`src/rtl/fetch_prefetch_buffer_pkg.sv`:
```
// Shared widths and constants for the instruction prefetch queue.
// Address and instruction widths track the core's instruction-address type.
package fetch_prefetch_buffer_pkg;

  localparam int INSN_ADDR_W  = 32;
  localparam int INSN_DATA_W  = 32;
  localparam int FETCH_DEPTH  = 4;
  localparam int WORD_BYTES   = 4;

endpackage

```
`src/rtl/fetch_fifo.sv`:
```
// In-order instruction FIFO with flush; pointers wrap modulo DEPTH.
// Storage is cleared on reset so the head reads zero before the first push.
module fetch_fifo
  import fetch_prefetch_buffer_pkg::*;
#(
  parameter int DEPTH = FETCH_DEPTH,
  parameter int W     = INSN_DATA_W,
  localparam int PTR_W = $clog2(DEPTH),
  localparam int CNT_W = $clog2(DEPTH) + 1
) (
  input  logic             clk,
  input  logic             rst,
  input  logic             push,
  input  logic [W-1:0]     push_data,
  input  logic             pop,
  input  logic             flush,
  output logic [CNT_W-1:0] count,
  output logic [W-1:0]     head
);

  localparam logic [PTR_W-1:0] PTR_ONE = PTR_W'(1);
  localparam logic [CNT_W-1:0] CNT_ONE = CNT_W'(1);

  logic [W-1:0]     mem [DEPTH];
  logic [PTR_W-1:0] rd_ptr;
  logic [PTR_W-1:0] wr_ptr;

  always_ff @(posedge clk or posedge rst) begin
    if (rst) begin
      rd_ptr <= '0;
      wr_ptr <= '0;
      count  <= '0;
      for (int i = 0; i < DEPTH; i++) mem[i] <= '0;
    end else if (flush) begin
      rd_ptr <= '0;
      wr_ptr <= '0;
      count  <= '0;
    end else begin
      if (push) begin
        mem[wr_ptr] <= push_data;
        wr_ptr      <= wr_ptr + PTR_ONE;
      end
      if (pop) rd_ptr <= rd_ptr + PTR_ONE;
      if (push && !pop)      count <= count + CNT_ONE;
      else if (!push && pop) count <= count - CNT_ONE;
    end
  end

  assign head = mem[rd_ptr];

endmodule

```
`src/rtl/fetch_prefetch_buffer.sv`:
```
// Prefetch queue between instruction memory and IF: issues sequential fetches
// under a credit limit and drops wrong-path responses after a redirect.
module fetch_prefetch_buffer
  import fetch_prefetch_buffer_pkg::*;
#(
  parameter int                ADDR_W   = INSN_ADDR_W,
  parameter int                INSN_W   = INSN_DATA_W,
  parameter int                DEPTH    = FETCH_DEPTH,
  parameter logic [ADDR_W-1:0] RESET_PC = '0
) (
  input  logic              clk,
  input  logic              rst,
  input  logic              jump_enable,
  input  logic [ADDR_W-1:0] jump_address,
  output logic              req_valid,
  input  logic              req_ready,
  output logic [ADDR_W-1:0] req_addr,
  input  logic              resp_valid,
  input  logic [INSN_W-1:0] resp_data,
  output logic              insn_valid,
  input  logic              insn_ready,
  output logic [INSN_W-1:0] insn,
  output logic [ADDR_W-1:0] pc
);

  localparam int CNT_W = $clog2(DEPTH) + 1;
  localparam logic [CNT_W-1:0] CNT_ONE   = CNT_W'(1);
  localparam logic [CNT_W:0]   DEPTH_SUM = (CNT_W + 1)'(DEPTH);
  localparam logic [ADDR_W-1:0] STEP     = ADDR_W'(WORD_BYTES);
  localparam logic [ADDR_W-1:0] ALIGN    = ~ADDR_W'(WORD_BYTES - 1);

  logic [ADDR_W-1:0] fetch_pc, head_pc;
  logic [CNT_W-1:0]  count, outstanding, discard;
  logic [CNT_W-1:0]  outstanding_n, discard_n;
  logic              started;
  logic              accept, push, pop;
  logic [ADDR_W-1:0] jump_target;

  assign jump_target = jump_address & ALIGN;

  // Credits cover both queued entries and in-flight requests, so a push never overflows.
  assign req_valid  = started && !jump_enable &&
                      (({1'b0, count} + {1'b0, outstanding}) < DEPTH_SUM);
  assign req_addr   = fetch_pc;
  assign accept     = req_valid && req_ready;

  assign insn_valid = (count != '0);
  assign pc         = head_pc;
  assign pop        = insn_valid && insn_ready && !jump_enable;
  assign push       = resp_valid && !jump_enable && (discard == '0);

  always_comb begin
    outstanding_n = outstanding;
    if (accept && !resp_valid)      outstanding_n = outstanding + CNT_ONE;
    else if (!accept && resp_valid) outstanding_n = outstanding - CNT_ONE;
  end

  // A response landing in the redirect cycle is already dropped, so it is not counted again.
  always_comb begin
    discard_n = discard;
    if (jump_enable)                      discard_n = resp_valid ? outstanding - CNT_ONE : outstanding;
    else if (resp_valid && discard != '0) discard_n = discard - CNT_ONE;
  end

  always_ff @(posedge clk or posedge rst) begin
    if (rst) begin
      started     <= 1'b0;
      fetch_pc    <= RESET_PC;
      head_pc     <= RESET_PC;
      outstanding <= '0;
      discard     <= '0;
    end else begin
      started     <= 1'b1;
      outstanding <= outstanding_n;
      discard     <= discard_n;
      if (jump_enable) begin
        fetch_pc <= jump_target;
        head_pc  <= jump_target;
      end else begin
        if (accept) fetch_pc <= fetch_pc + STEP;
        if (pop)    head_pc  <= head_pc + STEP;
      end
    end
  end

  fetch_fifo #(
    .DEPTH (DEPTH),
    .W     (INSN_W)
  ) u_fifo (
    .clk       (clk),
    .rst       (rst),
    .push      (push),
    .push_data (resp_data),
    .pop       (pop),
    .flush     (jump_enable),
    .count     (count),
    .head      (insn)
  );

endmodule

```
`config.mk`:
```
export PLATFORM = sky130hd
export DESIGN_NAME = fetch_prefetch_buffer
export DESIGN_NICKNAME = d
export VERILOG_FILES = /design/src/rtl/fetch_prefetch_buffer_pkg.sv /design/src/rtl/fetch_fifo.sv /design/src/rtl/fetch_prefetch_buffer.sv
export SDC_FILE = /design/constraint.sdc
export NUM_CORES = 1
export LEC_CHECK = 0
export CORE_MARGIN = 4
export CORE_UTILIZATION = 58
export DETAILED_ROUTE_END_ITERATION = 6
export PLACE_DENSITY = 0.89
export SKIP_LAST_GASP = 1
export SLEW_MARGIN = 20
export SYNTH_ARGS = -nofsm -noshare
export SYNTH_HDL_FRONTEND = slang
export SYNTH_HIERARCHICAL = 1
export SYNTH_SLANG_ARGS = --single-unit
```
`constraint.sdc`:
```
create_clock -name clk -period 12.6 [get_ports clk]
set_input_delay 2.52 -clock clk [delete_from_list [all_inputs] [get_ports clk]]
set_output_delay 2.52 -clock clk [all_outputs]
set_load 0.02 [all_outputs]
```
[After elaboration in Yosys (flattened, before gate mapping)]
Cells that the tools add are included.
Operators by class
  muxes and demuxes: 22
  order comparisons: 4
  bitwise logic cells: 3
  add/subtract/negate cells: 10
  reductions and logical operators: 28
Operator list (number)
  two-way mux 32 bit: 7
  bitwise mux 128 bit: 1
  adder 32 x 3 -> 32 bit (second input constant): 2
  binary-select mux 32 bit (select 2 bit): 1
  demux 32 bit (select 2 bit): 1
  two-way mux 3 bit: 8
  logical AND 1 bit: 13
  nonzero test 2 bit: 5
  nonzero test 3 bit: 3
  subtractor 3 x 1 -> 3 bit (second input constant): 3
  two-way mux 2 bit: 4
  adder 3 x 1 -> 3 bit (second input constant): 2
  >= comparator 3 bit (second input constant): 2
  inverter 2 -> 3 bit: 2
  zero test 1 bit: 5
  adder 2 x 1 -> 2 bit (second input constant): 2
  adder 3 x 3 -> 4 bit: 1
  less-than comparator 4 x 3 -> 1 bit (second input constant): 1
  zero test 3 bit: 1
  less-than comparator 3 x 1 -> 1 bit (second input constant): 1
  AND reduction 2 bit: 1
  inverter 1 bit: 1
Word-level totals
  input bits: 70
  bits in registers: 206
  logic and storage cells: 79

[Logic depth before layout (Yosys ltp)]
Gate-level depths: netlist (run 1).
  depth after elaboration: 8
  depth in mapped cells: 10
  depth with buffers taken out: 9

[By module]
The synthesis (run 1) kept the hierarchy.
Modules (own cells, without submodules)
  fetch_fifo: cells each 353, sequential area each 3378.2 µm², area an instance 6324.8 µm², times used 1
  fetch_prefetch_buffer: cells each 428, sequential area each 1676.6 µm², area an instance 3898.7 µm², times used 1

[Worst setup path after synthesis (run 1)]
Ideal clock, no wire load.
  path type: input to output
  start point: in jump_enable
  end point: out req_valid
  setup slack: 6916 ps
  buffers on the path: 1
  cell stages on the path: 3
  arrival: 3164 ps
  cell sequence: inv_1 > clkbuf_1 > and3_1
On the way
  word-level cells in the longest chain between the ends: 3
RTL lines
  start, declared: RTL line fetch_prefetch_buffer.sv:13  | input logic jump_enable,
  zero test 1 bit: RTL line fetch_prefetch_buffer.sv:42  | assign req_valid = started && !jump_enable &&
  logical AND 1 bit (2 in a row): RTL line fetch_prefetch_buffer.sv:42
  end, declared: RTL line fetch_prefetch_buffer.sv:15  | output logic req_valid,
Every way passes these cells.

[Final worst setup path (run 1)]
Same ends and word-level chain as after synthesis.

==> flow_metrics.env, run 1 <==
export IMPL_antenna_violations_before_repair=0
export IMPL_async_flop_share=1.00
export IMPL_synth_largest_area_cell="sky130_fd_sc_hd__dfrtp_1"
export IMPL_finish_net_count=1017
export IMPL_main_combinational_cell_family_by_area_after_synthesis="multiplexers"
export IMPL_cp_data_required_time_ns=10.08
export IMPL_ctsHtreeMaxLevel=1
export IMPL_io_pins=168
export IMPL_hold_violations=0
export IMPL_slew_violations=0
export IMPL_critical_path_max_stage_delay_ns=1.02
export IMPL_timing_setup_tns_ns=0
export IMPL_max_vdd_ir_drop_mv=0.137
export IMPL_main_synth_ff_type="sky130_fd_sc_hd__dfrtp_1"
export IMPL_crit_path_cell_trace="buf_2, buf_4, clkinv_1, and3_1, clkdlybuf4s50_1"
export IMPL_grt_start_max_net_pins=78
export IMPL_power_share_sequential=0.398
export IMPL_power_share_combinational=0.288
export IMPL_synth_top_cells_by_area="sky130_fd_sc_hd__dfrtp_1 (49%), sky130_fd_sc_hd__mux2_4 (12%), sky130_fd_sc_hd__mux4_2 (7.0%)"
export IMPL_dr_total_vias=7052
export IMPL_adder_cell_fraction_of_synth_area=0.0179
export IMPL_finalWorstSetupSlack_ns=4.91
export IMPL_fin_crit_ns=7.69
export IMPL_port_buffers=161
export IMPL_clock_fmax_mhz=130
export IMPL_most_common_cell_in_the_netlist="sky130_fd_sc_hd__dfrtp_1"
export IMPL_cts_sink_count=202
export IMPL_synth_compound_gate_area_share=0.0550
export IMPL_setup_worst_path_class="input port to output pin"
export IMPL_global_route_overflow_total=0
export IMPL_worst_slew_pin_slew_ns=1.04
export IMPL_fin_skew_ns=0.0174
export IMPL_syn_inst=781
export IMPL_detail_route_drc_violations=0
export IMPL_synth_warnings=6
export IMPL_grt_pass1_vias=7658
export IMPL_core_sq_um=17300
export IMPL_clockPowerShare=0.314
export IMPL_die_area_sq_um=19800
export IMPL_total_of_hold_buffers_inserted_after_clock_tree_synthesis=0
export IMPL_max_slew_margin_rel=0.303
export IMPL_worstPathArrival_ns=5.17
export IMPL_cp_num_buf_inv=4
export IMPL_post_cts_resized_instances=0
export IMPL_layout_worst_path_cycle_share=0.610
export IMPL_hp_class="register to register"
export IMPL_syn2layout_area_growth_pct=23.3
export IMPL_clkSlewWorstSetupHoldPaths_ns=0.06
export IMPL_clock_tree_root_cell="sky130_fd_sc_hd__clkbuf_16"
export IMPL_postRouteWirelength_um=25100
export IMPL_internal_power_uw=1450
export IMPL_leakage_uw=0.00576
export IMPL_synth_enable_flop_cells=0
export IMPL_drt_iter0_markers=458
export IMPL_tritoncts_num_buffers=22
export IMPL_cp_end_kind="output pin"
export IMPL_cpMaxStageDelayCell="sky130_fd_sc_hd__clkinv_1"
export IMPL_route_detailed_vias_per_inst=6.01
export IMPL_synth_simple_gate_area_frac=0.103
export IMPL_row_count=48
export IMPL_sequential_cell_area_fraction_in_the_yosys_report=0.494
export IMPL_cts_tree="done"
export IMPL_design_power_total_uw=2070
export IMPL_synth_xor_area_share=0.0386
export IMPL_final_cells=1173
export IMPL_postSynthRegisterBits=202
export IMPL_sw_frac_of_total=0.299
export IMPL_synth_lib_cells_used_distinct=53
export IMPL_switching_power_uw=621
export IMPL_layout_drive_gt1_share=0.234
export IMPL_drt_antenna_violating_nets=0
export IMPL_critPathTopFamily="buffers and inverters"
export IMPL_detailedPlacementHpwl_um=15800
export IMPL_postCtsSetupRepairBufs=0
export IMPL_clock_insertion_delay_worst_skew_ns=0.50
export IMPL_syn_area_per_cell_sq_um=13.1
export IMPL_place_congestion=0.846
export IMPL_dp_cells=1134
export IMPL_setup_viol=0
export IMPL_synth_mux_area_fraction=0.254
export IMPL_netlist_top_cells_count="sky130_fd_sc_hd__dfrtp_1 (202), sky130_fd_sc_hd__mux2_4 (83), sky130_fd_sc_hd__nand2_1 (55), sky130_fd_sc_hd__mux2_2 (52), sky130_fd_sc_hd__o21ai_0 (35)"
export IMPL_groute_usage_overall=0.257
export IMPL_wire_per_inst_um=21.4
export IMPL_grt_setup_unrepaired="no"
export IMPL_start_util=0.591
export IMPL_cp_launch_type="input port"
export IMPL_synth_top_area_frac=0.494
export IMPL_power_dens_cells_nw_per_um2=165
export IMPL_dieHeight_um=141
export IMPL_max_cap_violations=0
export IMPL_critical_path_peak_fanout=65
export IMPL_status="complete, no violations"
export IMPL_preCtsSetupSlack_ns=5.37
export IMPL_drt_pass1_iter_count=5
export IMPL_dieWidth_um=141
export IMPL_post_synth_instance_area_sq_um=10200
export IMPL_diodes=0
export IMPL_grt_first_pass_wirelength_um=41200
export IMPL_clockBufferDepth=3
-- placed cells by master (no fill, tap or decap), drive strengths merged, types with 8 or more instances in the layout --
cell           count
o21ai             35
o211ai            10
inv               22
xor2              18
clkbuf            29
mux2             135
nand3             27
mux4              32
nand2             59
nor2              28
and3               8
nor3              16
nor4              10
ha                13
nand4             16
dfrtp            202
xnor2             27
a21oi             10
clkdlybuf4s50    160
-- path summary, 6_finish.rpt --
| path | from | end | slack [ns] | cells after the start |
|---|---|---|---|---|
| min in group asynchronous | rst | u_fifo/mem[10] | 2.64 | 2 |
| max in group asynchronous | rst | u_fifo/mem[13] | 8.65 | 3 |
| hold reg to reg | u_fifo/mem[62] | u_fifo/mem[62] | 0.50 | 1 |
| setup / recovery | jump_enable | req_valid | 4.91 | 5 |
| setup reg to reg | u_fifo/count[2] | req_addr[25] | 8.48 | 7 |
| hold / removal | u_fifo/mem[62] | u_fifo/mem[62] | 0.50 | 1 |
-- power by group through the flow --
| stage | registers [uW] | logic (uW) | clock network [uW] |
|---|---|---|---|
| finish | 825 | 598 | 652 |
| global route | 836 | 640 | 691 |
| CTS | 823 | 603 | 666 |
| detailed placement | 828 | 596 | 0 |
| global placement | 825 | 578 | 0 |
| floorplan | 831 | 351 | 0 |
-- cells by family after synthesis --
family	after synthesis
AOI/OAI and AO/OA	88
xor gates and xnor gates	45
adders and majority gates	14
buffers and inverters	65
DFF	202
muxes	171
other	2
and+or+nand+nor	194
-- through the flow --
stage	util	hold WS, ns	area, sq um
final	0.729	0.497	12600
after global routing	0.729	0.510	12600
after CTS	0.729	0.502	12600
after detailed placement	0.687	0.489	11900
after global placement	0.687	0.482	11900
after floorplan	-	0.474	10200
-- registers in the layout (all words and copies together) (netlist names), 2 cells and up --
signal         cells
u_fifo/mem       128
pc                30
req_addr          30
discard            3
outstanding        3
u_fifo/count       3
u_fifo/rd_ptr      2
u_fifo/wr_ptr      2
-- area by class of cell --
| class | count | area, sq um |
|---|---|---|
| Clock buffer | 29 | 587 |
| Tap cell | 225 | 282 |
| Clock inverter | 10 | 139 |
| Inverter | 23 | 88.8 |
| Multi-Input combinational cell | 517 | 4810 |
| Sequential cell | 202 | 5060 |
| Fill cell | 1118 | 4690 |
| Timing Repair Buffer | 167 | 1650 |
-- metal layers --
layer,GRT usage,routed length (um),vias up,share of wire
li1,-,-,3130,-
met4,0.0658,640,0,0.026
met2,0.436,12300,341,0.49
met1,0.340,10100,3524,0.40
met5,0,0,-,0
met3,0.0570,2080,57,0.083
Power figures use the tool's default switching activity.
==> run 2: changes to the inputs <==
Settings changed: CORE_UTILIZATION 58 to 54, PLACE_DENSITY 0.89 to 0.84.
Clock period 12.6 ns to 7.6 ns, I/O delays scaled along.
==> flow_metrics.env, run 2 (same netlist as run 1, synthesis figures left out) <==
export IMPL_postCtsSetupRepairBufs=0
export IMPL_cpMaxStageDelayCell="sky130_fd_sc_hd__clkdlybuf4s50_1"
export IMPL_finish_net_count=1021
export IMPL_setup_worst_path_class="input port to output pin"
export IMPL_top_register="u_fifo/mem"
export IMPL_cp_data_required_time_ns=6.08
export IMPL_core_sq_um=18600
export IMPL_grt_setup_unrepaired="no"
export IMPL_ctsHtreeMaxLevel=1
export IMPL_mostFrequentLayoutCells="sky130_fd_sc_hd__dfrtp_1 (201), sky130_fd_sc_hd__clkdlybuf4s50_1 (160), sky130_fd_sc_hd__mux2_4 (83)"
export IMPL_worst_slew_pin_slew_ns=0.983
export IMPL_row_count=50
export IMPL_clockBufferDepth=3
export IMPL_max_cap_violations=0
export IMPL_leakage_uw=0.00578
export IMPL_place_congestion=0.850
export IMPL_io_pins=168
export IMPL_die_area_sq_um=21200
export IMPL_global_route_overflow_total=0
export IMPL_multiInputGateArea_sq_um=4810
export IMPL_wire_per_inst_um=20.4
export IMPL_dp_cells=1146
export IMPL_worst_hold_path_num_cells=1
export IMPL_postRouteWirelength_um=24200
export IMPL_grt_start_max_net_pins=76
export IMPL_critical_path_most_common_cell="sky130_fd_sc_hd__buf_4"
export IMPL_mostFrequentLayoutCell="sky130_fd_sc_hd__dfrtp_1"
export IMPL_layout_drive_gt1_share=0.237
export IMPL_drt_antenna_violating_nets=0
export IMPL_grt_pass1_vias=7359
export IMPL_grt_first_pass_wirelength_um=39800
export IMPL_dr_total_vias=6986
export IMPL_status="complete, no violations"
export IMPL_max_vdd_ir_drop_mv=0.156
export IMPL_diodes=0
export IMPL_total_of_hold_buffers_inserted_after_clock_tree_synthesis=0
export IMPL_timing_setup_tns_ns=0
export IMPL_seq_area_sq_um=5060
export IMPL_fillers=1325
export IMPL_start_util=0.548
export IMPL_worstPathArrival_ns=3.23
export IMPL_setup_viol=0
export IMPL_route_detailed_vias_per_inst=5.89
export IMPL_hp_class="register to register"
export IMPL_post_cts_resized_instances=0
export IMPL_syn2layout_area_growth_pct=23.6
export IMPL_cp_end_kind="output pin"
export IMPL_cts_tree="done"
export IMPL_rr_worst_depth=8
export IMPL_drt_pass1_iter_count=5
export IMPL_max_slew_margin_rel=0.343
export IMPL_clock_tree_root_cell="sky130_fd_sc_hd__clkbuf_16"
export IMPL_layout_worst_path_cycle_share=0.625
export IMPL_fin_skew_ns=0.0145
export IMPL_groute_usage_overall=0.227
export IMPL_final_cells=1186
export IMPL_tritoncts_num_buffers=23
export IMPL_holdWs_ns=0.496
export IMPL_largest_reg_flops=128
export IMPL_crit_path_cell_trace="buf_2, buf_4, inv_1, buf_4, and3_1, clkdlybuf4s50_1"
export IMPL_clock_fmax_mhz=211
export IMPL_clkSlewWorstSetupHoldPaths_ns=0.05
export IMPL_dieWidth_um=146
export IMPL_clock_insertion_delay_worst_skew_ns=0.51
export IMPL_detailedPlacementHpwl_um=15700
export IMPL_hold_violations=0
export IMPL_fin_crit_ns=4.75
export IMPL_cts_sink_count=202
export IMPL_slew_violations=0
export IMPL_detail_route_drc_violations=0
export IMPL_antenna_violations_before_repair=0
export IMPL_drt_iter0_markers=423
export IMPL_critical_path_peak_fanout=65
export IMPL_port_buffers=161
export IMPL_critical_path_max_stage_delay_ns=0.60
export IMPL_cp_launch_type="input port"
export IMPL_dieHeight_um=146
export IMPL_power_dens_cells_nw_per_um2=269
[run 2: final timing paths]
kind | from | end | slack [ns]
min in group asynchronous | rst | u_fifo/mem[14] | 1.61
worst max-delay path | jump_enable | req_valid | 2.85
worst min register to register | u_fifo/mem[16] | u_fifo/mem[16] | 0.50
worst min-delay path | u_fifo/mem[16] | u_fifo/mem[16] | 0.50
worst max register to register | u_fifo/count[1] | req_addr[8] | 4.54
max in group asynchronous | rst | u_fifo/mem[22] | 4.66
[run 2: report_power, final]
group | internal (uW) | leakage [uW] | switching, uW
clock | 618 | 0.000359 | 431
combinational | 534 | 0.00279 | 455
sequential | 1230 | 0.00263 | 134
total | 2380 | 0.00578 | 1020
[run 2: final cells by class]
cell class	instances	area share
inverters	23	0.00703
flip-flops and latches	202	0.400
clock inverters	5	0.00317
multi-input cells	517	0.380
well taps	234	0.0232
clock buffers	35	0.0539
repair buffers	170	0.132
[run 2: worst max-delay path: cells and delay by family]
family	cells	cell delay, ns
simple gates	1	0.22
buf+inv	5	1.49
[run 2: layer usage]
layer  vias up  wire (um)  global-route usage
li1       3151          -                   -
met1      3540      10100               0.303
met2       255      11700               0.377
met3        40       1850              0.0626
met4         0        490              0.0503
met5         -          0                   0
[run 2: metrics by stage]
step                setup WS, ns  cell area (sq um)  power, uW   util
finish                      2.85              12600       3400  0.678
global route                2.75              12600       3560  0.678
CTS                         2.84              12600       3420  0.678
detailed placement          2.83              11900       2360  0.639
global placement            2.84              11900       2330  0.639
floorplan                   2.47              10200       1960      -
